## src/rtl/end_screen_fader.sv

```systemverilog
// End-screen fader: scales the palette mapper's 4-bit RGB by a frame-synchronous
// gain (0..16) to fade the end screen in, hold it, and fade it out again.
//
// Ports:
//   vga_clk                      pixel clock
//   reset                        synchronous, active-high reset
//   start                        one-cycle pulse, begin fade-in (honoured only in IDLE)
//   dismiss                      one-cycle pulse, leave HOLD early (honoured only in HOLD)
//   DrawX, DrawY                 current pixel column/row (mapper input timing)
//   blank                        1 = visible region, same timing as DrawX
//   red_in, green_in, blue_in    mapper colour, valid one cycle after DrawX
//   red, green, blue             faded colour, two cycles after DrawX
//   busy                         1 in any state other than IDLE
//   done                         one-cycle pulse on FADE_OUT -> IDLE
module end_screen_fader #(
    parameter int unsigned FRAMES_PER_STEP = 4,
    parameter int unsigned HOLD_FRAMES     = 120,
    parameter int unsigned H_LAST          = 639,
    parameter int unsigned V_LAST          = 479
) (
    input  logic       vga_clk,
    input  logic       reset,
    input  logic       start,
    input  logic       dismiss,
    input  logic [9:0] DrawX,
    input  logic [9:0] DrawY,
    input  logic       blank,
    input  logic [3:0] red_in,
    input  logic [3:0] green_in,
    input  logic [3:0] blue_in,
    output logic [3:0] red,
    output logic [3:0] green,
    output logic [3:0] blue,
    output logic       busy,
    output logic       done
);

    localparam logic [9:0]  HLastW   = 10'(H_LAST);
    localparam logic [9:0]  VLastW   = 10'(V_LAST);
    localparam logic [15:0] StepLast = 16'(FRAMES_PER_STEP - 1);
    localparam logic [15:0] HoldLast = 16'(HOLD_FRAMES - 1);
    localparam bit          HoldAuto = (HOLD_FRAMES != 0);

    typedef enum logic [1:0] {
        StIdle,
        StFadeIn,
        StHold,
        StFadeOut
    } state_e;

    state_e      r_state;
    logic [4:0]  r_gain;
    logic [15:0] r_cnt;
    logic        r_start_flag;
    logic        r_dismiss_flag;
    logic        r_frame_tick;
    logic        r_blank_d;
    logic [3:0]  r_red;
    logic [3:0]  r_green;
    logic [3:0]  r_blue;
    logic        r_busy;
    logic        r_done;

    logic        w_frame_end;
    logic [7:0]  w_red_prod;
    logic [7:0]  w_green_prod;
    logic [7:0]  w_blue_prod;

    assign w_frame_end  = (DrawX == HLastW) && (DrawY == VLastW);

    // 4-bit colour times 5-bit gain fits in 8 bits (15 * 16 = 240); >> 4 keeps [7:4].
    assign w_red_prod   = {4'b0, red_in}   * {3'b0, r_gain};
    assign w_green_prod = {4'b0, green_in} * {3'b0, r_gain};
    assign w_blue_prod  = {4'b0, blue_in}  * {3'b0, r_gain};

    always_ff @(posedge vga_clk) begin
        if (reset) begin
            r_state        <= StIdle;
            r_gain         <= 5'd0;
            r_cnt          <= 16'd0;
            r_start_flag   <= 1'b0;
            r_dismiss_flag <= 1'b0;
            r_frame_tick   <= 1'b0;
            r_blank_d      <= 1'b0;
            r_red          <= 4'h0;
            r_green        <= 4'h0;
            r_blue         <= 4'h0;
            r_busy         <= 1'b0;
            r_done         <= 1'b0;
        end else begin
            r_frame_tick <= w_frame_end;

            // Pixel path: blank is delayed once so it lines up with the mapper colour.
            r_blank_d <= blank;
            r_red     <= r_blank_d ? w_red_prod[7:4]   : 4'h0;
            r_green   <= r_blank_d ? w_green_prod[7:4] : 4'h0;
            r_blue    <= r_blank_d ? w_blue_prod[7:4]  : 4'h0;

            r_done <= 1'b0;

            // Requests are latched only in the state that can use them; the
            // transition branches below clear them, overriding these sets.
            if (start && (r_state == StIdle)) begin
                r_start_flag <= 1'b1;
            end
            if (dismiss && (r_state == StHold)) begin
                r_dismiss_flag <= 1'b1;
            end

            // State and gain change only on frame boundaries.
            if (r_frame_tick) begin
                unique case (r_state)
                    StIdle: begin
                        // A start arriving on the tick itself is honoured immediately.
                        if (r_start_flag || start) begin
                            r_state      <= StFadeIn;
                            r_busy       <= 1'b1;
                            r_start_flag <= 1'b0;
                            r_cnt        <= 16'd0;
                            r_gain       <= 5'd0;
                        end
                    end
                    StFadeIn: begin
                        if (r_cnt == StepLast) begin
                            r_cnt <= 16'd0;
                            if (r_gain != 5'd16) begin
                                r_gain <= r_gain + 5'd1;
                            end
                            if (r_gain >= 5'd15) begin
                                r_state <= StHold;
                            end
                        end else begin
                            r_cnt <= r_cnt + 16'd1;
                        end
                    end
                    StHold: begin
                        if (r_dismiss_flag || dismiss) begin
                            r_state        <= StFadeOut;
                            r_cnt          <= 16'd0;
                            r_dismiss_flag <= 1'b0;
                            r_gain         <= 5'd16;
                        end else if (HoldAuto) begin
                            if (r_cnt == HoldLast) begin
                                r_state        <= StFadeOut;
                                r_cnt          <= 16'd0;
                                r_dismiss_flag <= 1'b0;
                                r_gain         <= 5'd16;
                            end else begin
                                r_cnt <= r_cnt + 16'd1;
                            end
                        end
                    end
                    StFadeOut: begin
                        if (r_cnt == StepLast) begin
                            r_cnt <= 16'd0;
                            if (r_gain != 5'd0) begin
                                r_gain <= r_gain - 5'd1;
                            end
                            if (r_gain <= 5'd1) begin
                                r_state <= StIdle;
                                r_gain  <= 5'd0;
                                r_busy  <= 1'b0;
                                r_done  <= 1'b1;
                            end
                        end else begin
                            r_cnt <= r_cnt + 16'd1;
                        end
                    end
                endcase
            end
        end
    end

    assign red   = r_red;
    assign green = r_green;
    assign blue  = r_blue;
    assign busy  = r_busy;
    assign done  = r_done;

endmodule

```

## config.mk

```make
export PLATFORM = sky130hd
export DESIGN_NAME = end_screen_fader
export DESIGN_NICKNAME = d
export VERILOG_FILES = /design/src/rtl/end_screen_fader.sv
export SDC_FILE = /design/constraint.sdc
export NUM_CORES = 1
export LEC_CHECK = 0
export BUFFER_PORTS_ARGS = -buffer_cell sky130_fd_sc_hd__buf_2
export CORE_AREA = 5 5 91 93
export DETAILED_ROUTE_END_ITERATION = 8
export DIE_AREA = 0 0 96 98
export GPL_ROUTABILITY_DRIVEN = 0
export GPL_TIMING_DRIVEN = 0
export PLACE_DENSITY = 0.74
export SYNTH_ARGS = -nofsm -noshare
export SYNTH_HDL_FRONTEND = slang
export SYNTH_SLANG_ARGS = --single-unit
```

## constraint.sdc

```tcl
create_clock -name vga_clk -period 6.7 [get_ports vga_clk]
set_clock_uncertainty 0.15 [all_clocks]
set_input_delay 0.67 -clock vga_clk [delete_from_list [all_inputs] [get_ports vga_clk]]
set_output_delay 0.67 -clock vga_clk [all_outputs]
set_load 0.05 [all_outputs]
```

---- After elaboration in Yosys (flattened, before gate mapping) ----
Index checks and enable logic that the tools add are counted.
storage, ports and cells
  bits in registers ....................... 41
  input bits .............................. 37
  output and inout port bits .............. 14
  word-level logic and storage cells ...... 91
cells by class
  add/sub/neg operators ................... 3
  multipliers ............................. 3
  $lt $le $gt $ge ......................... 2
  equal/unequal tests ..................... 16
  muxes and demuxes ....................... 36
  bitwise operators ....................... 4
  reduce and logical (&&, ||, !) cells .... 15
operators by type and width
  operator               number
  $mux 16                4
  $pmux 16 s3            1
  $mux 5                 8
  $mul 4x5->8            3
  $pmux 5 s4             1
  $add 16x1->16 const B  1
  $eq 16x2->1 const B    1
  $eq 16x7->1 const B    1
  $mux 2                 7
  $reduce_and 7->1       2
  $mux 1                 13
  $eq 10x10->1 const B   1
  $eq 10x9->1 const B    1
  $ne 2x2->1 const B     5
  $pmux 2 s4             1
  $add 5x1->5 const B    1
  $ge 5x4->1 const B     1
  $le 5x1->1 const B     1
  $ne 5x5->1 const B     1
  $reduce_and 5->1       1
  $reduce_bool 5->1      1
  $sub 5x1->5 const B    1
  $eq 2x2->1 const B     2
  $not 1->1              4
  other kinds (12)       16

---- Depth between registers and ports, before layout ----
  depth after elaboration ................. 7
  mapped depth ............................ 13
  depth with buffers taken out ............ 11

---- Worst setup path before layout ----
OpenSTA, ideal clock, no wires.
  kind .................................... register to register
  from .................................... register r_gain[2]
  to ...................................... register r_green[2] (netlist: green[2])
  library setup time ...................... 0.072 ns
  arrival time ............................ 3.132 ns
  required time ........................... 6.478 ns
  path slack .............................. 3.346 ns
  cell stages (with the launch flop) ...... 13
  buffers on the path ..................... 2
  clock period less this slack ............ 3.354 ns
  path through ............................ dfxtp_1 -> clkbuf_1 -> clkbuf_1 -> nand2_1 -> fa_1 -> fa_1 -> inv_1 -> ha_1 -> and4_1 -> a31oi_1 -> o21bai_1 -> a21oi_1 -> mux2i_1
between the ends
  cells in the longest elaborated chain, start to end .. 1
ends and longest elaborated chain
  item                      RTL line  text
  start: declaration        52        logic [4:0] r_gain;
  start signal: assignment  127       r_gain <= r_gain + 5'd1;
  start signal: assignment  157       r_gain <= r_gain - 5'd1;
  $mul 4x5->8               73        assign w_green_prod = {4'b0, green_in} * {3'b0, r_gain};
  end signal: assignment    96        r_green <= r_blank_d ? w_green_prod[7:4] : 4'h0;
  end: declaration          59        logic [3:0] r_green;
No other way between the ends.
A chain may end at the register's enable or synchronous reset.

---- Worst setup path in the final report ----
Ends and elaborated chain as after synthesis.

==> summary by stage <==
Run status
The flow ran to the end, and the final reports show no timing, DRC or antenna violations.

Die
The starting utilization of the core area is 47.18%. The total core area is 7447 um^2. The floorplan has 32 rows. The die covers 9408 um^2. The die is 96 um wide. 51 I/O pins were placed. The die is 98 um tall.

Routing
In the routed layout, each cell is associated on average with a via count of 5.306. The routed layout has 3030 vias. The count of nets left with antenna violations once routing finished came out at 0. The first-iteration detailed-routing DRC count is 120. The first detailed-routing pass ran for 4 iterations. For this run, design rule violations remaining after detail routing come to 0. Dividing the detail-routed wire length by the instance count gives 13.36 um. The total wirelength of the detailed-routed design is 7629 um.

STA
For this run, the top clock speed supported by timing is 260.8 MHz. The setup-violating endpoint count in the final report is 0. The hold violation total from the final report is 0.

Setup repair after global routing left no endpoint under its margin. Setup total negative slack on the finished layout was measured at 0 ps. The worst path uses 57.23% of the clock period. The measured slew at the worst slew-check pin is 770.2 ps. The final number of max-transition violations is 0. The smallest clock period supported by the final layout is computed as 3835 ps.

The final hold slack is 349.2 ps. The relative slew slack is 48.65%.

Clock network
The clock insertion delay at the later pin of the skew report is 290 ps. The number of gates resized after CTS is 0. The root buffer cell chosen for the clock tree is sky130_fd_sc_hd__clkbuf_8.

The post-CTS setup-driven buffer insertion count is 0. The number of clock buffers inserted by TritonCTS is 5. The maximum buffer depth of the clock tree is 2. Clock-pin slew was measured on the worst setup and hold paths at 90 ps. Hold repair after CTS inserted 0 buffers. The TritonCTS clock tree is yes.

The H-tree generated during clock tree synthesis spans 2 levels. The sink count of the clock tree is 41.

Synth
The gate count after technology mapping is 412. Among all flip-flop cells after synthesis, the most frequent one is sky130_fd_sc_hd__dfxtp_1. Yosys printed 0 warnings. In the synthesized netlist the async set-or-reset flop fraction comes to 0%. The post-synthesis cell area is 3513 um^2. The number of distinct standard cells referenced by the synthesized netlist is 58. In this run the mean area of a mapped cell was 8.528 um^2. Of the synthesized area, sequential elements account for 23.36%. The number of nets in the synthesized netlist is 501. The number of enable flip-flop cells after synthesis is 0.

The synthesized design contains 41 register bits.

Critical path
The capturing point of the worst reg2reg path is green[2]. The signal on the critical path passes through clkbuf_1 > clkbuf_1 > nand2_1 > fa_1 > fa_1 > inv_1 > ha_1 > and4_1 > a31oi_1 > o21bai_1 > a21oi_1 > mux2i_1. The slack of the worst reg-to-reg path is 2870 ps. In this run the worst path has a maximum fanout of 10.

Data on the critical path arrives at its endpoint at 3910 ps. The instance count on the critical path is 12. In this run the worst setup path begins at r_gain[2]. The startpoint of the most critical register-to-register path is r_gain[2]. The path depth of the worst reg2reg path is 12. The required time of the critical path is 6780 ps.

The worst setup path category is register to register. The largest stage delay on the critical path is 540 ps. The slowest cell on the critical path is sky130_fd_sc_hd__fa_1. Among cell families on the critical path, the largest total delay comes from adder cells. STA classifies the critical path startpoint as a register. The sum of buffers and inverters on the critical path is 3. The endpoint type of the worst setup path is a register. Following the worst setup path forward leads to its endpoint at green[2].

Cells and area
The repair_antennas step left the layout with diodes totalling 0. Leaving out fill and tap cells, the most frequent cell in the layout is sky130_fd_sc_hd__buf_2. The share of layout cells above drive strength 1 is 15.78%.

In the layout the commonest cells are sky130_fd_sc_hd__buf_2, sky130_fd_sc_hd__nand2_1, sky130_fd_sc_hd__dfxtp_1, sky130_fd_sc_hd__ha_1, sky130_fd_sc_hd__and2_1. Leaving out filler cells and counting taps, the final layout contains 571. The layout overhead on the synthesized area is 13.71%. The post-route standard cell area excluding fillers is 3995 um^2.

For this run, the post-layout net count is 558.

Place
The post-placement cell count is 564. The standard cell area after detailed placement is 3891 um^2. The HPWL after detailed placement is 5927 um. Input and output buffers added on the ports amount to 50.

GRT
The maximum number of pins on one net before global-route repair is 13. The first global-routing pass estimated 13740 um of wire. Global routing finished with a remaining overflow of 0. For this run, the total global-route usage over all layers was measured as 17.59%.

The number of global-route vias before repair came to 3084. The number of antenna violations at the first check in global routing is 0.

Power
The worst-case IR drop observed on VDD is 0.00008045 V. The leakage dissipation is 1.893 nW. In this run the power density over the cells is 116.1 nW/um^2. The total power after layout is 0.0004638 W.

Min path
The type of the most critical hold path is register to register.

Flow run
The number of max-cap violations is 0.
worst min-delay path, delay by kind of cell (launching register included):
| family | cells | cell delay [ps] |
|---|---|---|
| flops | 1 | 340 |
| compound gates | 1 | 50 |
| simple gates | 1 | 60 |
cells by family (layout without fill, tap and decap cells):
group                    after synthesis  after routing  share of synthesized area (%)
buffers and inverters                 47            104                          5.983
XOR/XNOR                              22             22                          5.484
adder cells (fa/ha/maj)               52             52                          21.72
AND/OR/NAND/NOR                      172            172                          26.53
multiplexers                          10             10                          2.991
AO/OA/AOI/OAI                         68             68                          13.93
flip-flops                            41             41                          23.36
flip-flops by register name (all words and copies together), names as in the netlist, 2 cells and up:
name	flops
blue	4
r_state	2
r_cnt	16
r_gain	5
green	4
red	4
routing by layer:
metal	share of wire (%)	GRT usage, %	vias up	routed length [um]
met3	3.3	2.003	5	255
met5	0	0	-	0
met4	0.85	4.048	0	65
met2	51	31.12	52	3928
li1	-	-	1538	-
met1	44	22.49	1435	3379
worst min-delay path by stage:
stage | startpoint | endpoint | slack, ps | depth (start not counted)
after floorplan | r_cnt[1] | r_cnt[1] | 310 | 2
after global placement | r_cnt[1] | r_cnt[1] | 320 | 2
after detailed placement | r_cnt[1] | r_cnt[1] | 340 | 2
after CTS | r_cnt[1] | r_cnt[1] | 350 | 2
after global routing | DrawY[9] | r_frame_tick | 360 | 2
final | r_cnt[1] | r_cnt[1] | 350 | 2
per-stage QoR:
stage	utilization, %	worst slack (ps)
finish	53.65	2865
global placement	52.25	2926
detailed placement	52.25	2866
floorplan	-	3346
CTS	53.65	2834
global route	53.65	2521
synth_stat cells, types with 5 or more instances:
| master | number | area share [%] |
|---|---|---|
| sky130_fd_sc_hd__nor2_1 | 27 | 2.9 |
| sky130_fd_sc_hd__nand2b_1 | 8 | 1.4 |
| sky130_fd_sc_hd__nor3_1 | 8 | 1.1 |
| sky130_fd_sc_hd__ha_1 | 37 | 13 |
| sky130_fd_sc_hd__mux2i_1 | 9 | 2.6 |
| sky130_fd_sc_hd__inv_1 | 29 | 3.1 |
| sky130_fd_sc_hd__a21oi_1 | 16 | 2.3 |
| sky130_fd_sc_hd__nand2_1 | 42 | 4.5 |
| sky130_fd_sc_hd__nand3_1 | 13 | 1.9 |
| sky130_fd_sc_hd__and4_1 | 5 | 1.2 |
| sky130_fd_sc_hd__xor2_1 | 9 | 2.2 |
| sky130_fd_sc_hd__a31oi_1 | 5 | 0.89 |
| sky130_fd_sc_hd__o21ai_0 | 6 | 0.85 |
| sky130_fd_sc_hd__nand4_1 | 7 | 1.2 |
| sky130_fd_sc_hd__fa_1 | 15 | 8.5 |
| sky130_fd_sc_hd__and3_1 | 5 | 0.89 |
| sky130_fd_sc_hd__a21o_1 | 10 | 2.1 |
| sky130_fd_sc_hd__a211oi_1 | 5 | 1.1 |
| sky130_fd_sc_hd__xnor2_1 | 13 | 3.2 |
| sky130_fd_sc_hd__dfxtp_1 | 41 | 23 |
| sky130_fd_sc_hd__clkbuf_1 | 11 | 1.2 |
| sky130_fd_sc_hd__and2_1 | 36 | 6.4 |
layout make-up:
cell class	instances	area (um^2)
Multi-Input combinational cell	324	2482
Clock inverter	2	35.03
Inverter	29	108.9
Tap cell	102	127.6
Fill cell	695	3452
Clock buffer	5	68.82
Timing Repair Buffer	50	250.2
Buffer	18	101.3
Sequential cell	41	820.8
report_power, final:
group	internal, W	leakage, nW	switching, W
clock network	0.000108	0.0540	0.0000878
registers	0.000244	0.331	0.000000423
logic	0.0000107	1.51	0.0000123
(Power assumes the default switching activity.)
